`config.mk`:
```
export PLATFORM = sky130hd
export DESIGN_NAME = latch_bank_write_arbiter
export DESIGN_NICKNAME = d
export VERILOG_FILES = /design/src/rtl/latch_bank_write_arbiter.sv
export SDC_FILE = /design/constraint.sdc
export NUM_CORES = 1
export LEC_CHECK = 0
export CAP_MARGIN = 0
export CORE_ASPECT_RATIO = 1.5
export CORE_MARGIN = 2
export CORE_UTILIZATION = 35
export CTS_CLUSTER_DIAMETER = 50
export CTS_CLUSTER_SIZE = 8
export DETAILED_ROUTE_END_ITERATION = 16
export GPL_ROUTABILITY_DRIVEN = 0
export PLACE_DENSITY = 0.73
export SETUP_SLACK_MARGIN = 0.1
export SLEW_MARGIN = 20
export SYNTH_ARGS = -nofsm -noshare
export SYNTH_HDL_FRONTEND = slang
export SYNTH_SLANG_ARGS = --single-unit
```
`constraint.sdc`:
```
create_clock -name clk -period 1.5 [get_ports clk]
set_clock_uncertainty 0.2 [all_clocks]
set_input_delay 0.45 -clock clk [delete_from_list [all_inputs] [get_ports clk]]
set_output_delay 0.45 -clock clk [all_outputs]
set_load 0.02 [all_outputs]
```
`src/rtl/latch_bank_write_arbiter.sv`:
```
// Round-robin write arbiter for a shared latch-based register bank.
// Each write is driven as setup -> enable window -> hold so latch D is stable around the enable.
module latch_bank_write_arbiter #(
    parameter int WIDTH       = 8,
    parameter int DEPTH       = 4,
    parameter int AW          = 2,
    parameter int OPEN_CYCLES = 1
) (
    input  logic             clk,
    input  logic             reset,
    input  logic             req0,
    input  logic [AW-1:0]    addr0,
    input  logic [WIDTH-1:0] wdata0,
    output logic             ack0,
    input  logic             req1,
    input  logic [AW-1:0]    addr1,
    input  logic [WIDTH-1:0] wdata1,
    output logic             ack1,
    output logic [DEPTH-1:0] lat_en,
    output logic [WIDTH-1:0] lat_d,
    output logic             busy,
    output logic             grant_id
);

    localparam int CW = (OPEN_CYCLES > 1) ? $clog2(OPEN_CYCLES) : 1;

    typedef enum logic [2:0] {
        S_IDLE,
        S_SETUP,
        S_OPEN,
        S_HOLD,
        S_DONE
    } state_t;

    state_t            state_q, state_d;
    logic [CW-1:0]     cnt_q, cnt_d;
    logic              ptr_q, ptr_d;
    logic [AW-1:0]     addr_q, addr_d;
    logic [DEPTH-1:0]  lat_en_q, lat_en_d;
    logic [WIDTH-1:0]  lat_d_q, lat_d_d;
    logic              ack0_q, ack0_d;
    logic              ack1_q, ack1_d;
    logic              busy_q, busy_d;
    logic              grant_id_q, grant_id_d;
    logic              win;

    always_comb begin
        state_d    = state_q;
        cnt_d      = cnt_q;
        ptr_d      = ptr_q;
        addr_d     = addr_q;
        lat_d_d    = lat_d_q;
        grant_id_d = grant_id_q;
        win        = 1'b0;

        case (state_q)
            S_IDLE: begin
                if (req0 || req1) begin
                    win        = (req0 && req1) ? ptr_q : req1;
                    grant_id_d = win;
                    ptr_d      = ~win;
                    addr_d     = win ? addr1 : addr0;
                    // lat_d doubles as the captured write data; it only moves on this edge
                    lat_d_d    = win ? wdata1 : wdata0;
                    state_d    = S_SETUP;
                end
            end
            S_SETUP: begin
                cnt_d   = '0;
                state_d = S_OPEN;
            end
            S_OPEN: begin
                if (cnt_q == CW'(OPEN_CYCLES - 1)) state_d = S_HOLD;
                else                               cnt_d   = cnt_q + CW'(1);
            end
            S_HOLD:  state_d = S_DONE;
            S_DONE:  state_d = S_IDLE;
            default: state_d = S_IDLE;
        endcase

        // Outputs are registered, so they are decoded from the state being entered.
        // Out-of-range addresses simply match no enable bit.
        lat_en_d = '0;
        if (state_d == S_OPEN) begin
            for (int i = 0; i < DEPTH; i++) lat_en_d[i] = (addr_d == AW'(i));
        end
        busy_d = (state_d != S_IDLE);
        ack0_d = (state_d == S_DONE) && !grant_id_d;
        ack1_d = (state_d == S_DONE) &&  grant_id_d;
    end

    always_ff @(posedge clk) begin
        if (reset) begin
            state_q    <= S_IDLE;
            cnt_q      <= '0;
            ptr_q      <= 1'b0;
            addr_q     <= '0;
            lat_en_q   <= '0;
            lat_d_q    <= '0;
            ack0_q     <= 1'b0;
            ack1_q     <= 1'b0;
            busy_q     <= 1'b0;
            grant_id_q <= 1'b0;
        end else begin
            state_q    <= state_d;
            cnt_q      <= cnt_d;
            ptr_q      <= ptr_d;
            addr_q     <= addr_d;
            lat_en_q   <= lat_en_d;
            lat_d_q    <= lat_d_d;
            ack0_q     <= ack0_d;
            ack1_q     <= ack1_d;
            busy_q     <= busy_d;
            grant_id_q <= grant_id_d;
        end
    end

    assign lat_en   = lat_en_q;
    assign lat_d    = lat_d_q;
    assign ack0     = ack0_q;
    assign ack1     = ack1_q;
    assign busy     = busy_q;
    assign grant_id = grant_id_q;

endmodule

```
==> reports/summary.txt, run 1 <==
1st-pass router iterations -> 4
Worst reg2reg startpoint -> state_q[2]
Critical-path top delay cell -> or3_4
Tcrit/Tclk final -> 1.094
Pin count of the biggest net entering global routing -> 13
Clock share of power -> 0.196
Cell Pwr Density -> 1060 nW/um^2
Area delta synth->final -> 91.52%
Global Route Usage Sum -> 0.1959
Run status -> complete, but fails checks
Yosys top cell by area -> dfxtp_1
Row Count -> 21
Vias in the first global route -> 908
Via count -> 926
Hold_sp -> addr_q[0]
Endpoints failing hold -> 0
Drc violations -> 0
Power share of the sequential group -> 0.422
Finish-stage setup viols -> 10
Hold crit path type -> flop to flop
Worst EP required -> 1500 ps
Clk root buf -> clkbuf_4
Post-synthesis sequential area ratio -> 0.5238
Syn nets -> 107
Non-filler cells, final -> 168
Internal Dissipation -> 1.181 mW
Total power -> 1.707 mW
CP max stage delay -> 410 ps
EDFF count, synth -> 0
Net Switching -> 0.5264 mW
Critical R2R Capture -> lat_d[0]
Drt via density -> 5.512
IO buf count -> 39
Core Region -> 2260 um^2
Placed Area -> 1348 um^2
Final TNS setup -> -1162 ps
Worst setup margin -> -141.2 ps
Setup CP Type -> flop to flop
Synth Cell Area -> 840.8 um^2
Fin util -> 0.7126
Detail Route Antenna Nets -> 0
Worst Path Arrival -> 1640 ps
Max Root-Sink Buffers -> 2
IO Count -> 40
H-tree Lvls -> 1
Top FF cell, synth -> dfxtp_1
RSZ-0062 raised after global routing -> true
CP endpoint kind -> flop
GRT overflow -> 0
Sink Count -> 22
Clock transition at path regs -> 140 ps
Max Cap Viol -> 0
Synth area leaders -> dfxtp_1 (52%), o221a_1 (12%), o22ai_1 (7.4%)
Die Ht -> 64.03 um
R2R Setup Slk -> -140 ps
Hold path depth -> 1
Hold worst-path end -> lat_en[2]
Cell leakage power -> 0.6723 nW
Initial core utilization -> 0.3721
Sw Share -> 0.3084
Slew Limit Fails -> 0
DR iter-0 viols -> 13
R2R depth -> 3
Layout cells sized above 1 -> 0.5310
Async SR Flop Fraction -> 0
Element type at the critical path start -> flop
Antenna violations before repair -> 0
Final Cell Area -> 1610 um^2
Setup WS pre-CTS -> -579.6 ps
Global-route wire length before repair -> 4140 um
NumNets Final -> 170
Library cells used by synthesis -> 24
CTS tree -> done
Most frequent cells after synthesis -> dfxtp_1 (22), inv_1 (12), o22ai_1 (10)
Fmax -> 0.6093 GHz
Worst path cell trace -> or3_4 -> a211o_4 -> o221a_1
Slew @ Worst Pin -> 354.0 ps
Synth Register Bits -> 22
CP Max Fanout -> 6
Fillers -> 162
Power share of the combinational group -> 0.382
WL/cell -> 16.35 um
Routed WL -> 2747 um
CTS buffer count -> 3
Post-DP HPWL -> 1709 um
DP Cell Count -> 155
Number of diodes -> 0
Final Critical Period -> 1641 ps
Max transition margin -> 0.7608
Most frequent cell after synthesis -> dfxtp_1
Synth top area share -> 0.5238
VDD IR-drop max -> 0.7025 mV
YS warnings -> 0
Clk_lat worst skew -> 310 ps
Worst setup startpoint -> state_q[2]
Failing checks -> setup timing
Synth Instances -> 83
Post-Syn Area per Cell -> 10.13 um^2
Die area -> 2819 um^2
Die span in x -> 44.02 um
Worst hold slack -> 238.7 ps
-- metal layers --
metal | vias up | part of all wire | global-route usage
met5 | - | 0 | 0
met4 | 0 | 0.0069 | 0.08333
met1 | 450 | 0.41 | 0.2109
met2 | 38 | 0.54 | 0.3511
li1 | 436 | - | -
met3 | 2 | 0.045 | 0.04237
-- logic make-up (layout without fill, tap and decap cells) --
| group | Yosys count | in the layout | share of synthesized area |
|---|---|---|---|
| simple gates | 18 | 18 | 0.1339 |
| compound gates | 26 | 28 | 0.2515 |
| flops | 22 | 22 | 0.5238 |
| buf+inv | 16 | 76 | 0.08035 |
| xor+xnor | 1 | 1 | 0.01042 |
-- cell usage in the layout, fill, tap and decap left out, types with 3 or more instances in the layout --
cell type,count
buf_4,17
buf_6,20
clkbuf_4,3
clkdlybuf4s50_1,20
dfxtp_1,3
dfxtp_2,19
inv_1,11
nor3_1,3
o221a_1,9
o22ai_1,7
o22ai_2,3
-- critical path, delay by kind of cell (launching register included) --
| kind | cells | cell delay, ps |
|---|---|---|
| AO/OA/AOI/OAI | 2 | 590 |
| AND/OR/NAND/NOR | 1 | 410 |
| flip-flops | 1 | 340 |
-- sequential cells by signal (all words and copies together), names as in the netlist --
name / count
ack1: 1
lat_d: 8
ack0: 1
lat_en: 4
grant_id: 1
addr_q: 2
busy: 1
ptr_q: 1
state_q: 3
-- worst max-delay path by stage --
stage	to	slack (ps)	cells past startpoint
after floorplan	addr_q[0]	-140	4
after global placement	addr_q[1]	-570	5
after detailed placement	addr_q[1]	-580	5
after CTS	lat_d[7]	-120	3
after global routing	lat_d[5]	-160	3
final	lat_d[0]	-140	3
-- timing repair --
item / CTS / global route
cloned: 1 / 2
hold buffers: 0 / 0
setup endpoints to repair: 34 / 30
resized for setup: 120 / 21
pin swaps: 1 / 6
buffers inserted: 0 / 6
-- power groups by stage --
| stage | sequential [mW] | clock, mW | combinational, mW |
|---|---|---|---|
| 2_1_floorplan | 0.776 | 0 | 0.192 |
| 3_3_place_gp | 0.706 | 0 | 0.496 |
| 3_5_place_dp | 0.708 | 0 | 0.511 |
| 4_1_cts | 0.714 | 0.331 | 0.551 |
| 5_1_grt | 0.729 | 0.357 | 0.692 |
| 6_report | 0.720 | 0.335 | 0.652 |
-- final cells by class --
| cell class | count | area, um^2 | share of cell area |
|---|---|---|---|
| Sequential cell | 22 | 464.2 | 0.2883 |
| Tap cell | 23 | 28.78 | 0.01787 |
| Timing Repair Buffer | 60 | 583.1 | 0.3621 |
| Clock buffer | 4 | 36.28 | 0.02253 |
| Multi-Input combinational cell | 47 | 452.9 | 0.2813 |
| Inverter | 12 | 45.04 | 0.02797 |
No activity file was read; power rests on OpenSTA's default activity.
==> run 2: changes to the inputs <==
--- a/config.mk
+++ b/config.mk
@@ -9,7 +9,6 @@
 export CORE_ASPECT_RATIO = 1.5
 export CORE_MARGIN = 2
 export CORE_UTILIZATION = 35
-export CTS_CLUSTER_DIAMETER = 50
 export CTS_CLUSTER_SIZE = 8
 export DETAILED_ROUTE_END_ITERATION = 16
 export GPL_ROUTABILITY_DRIVEN = 0
==> results of run 2 <==
No change in the layout: final DEF, timing and power equal those of run 1.
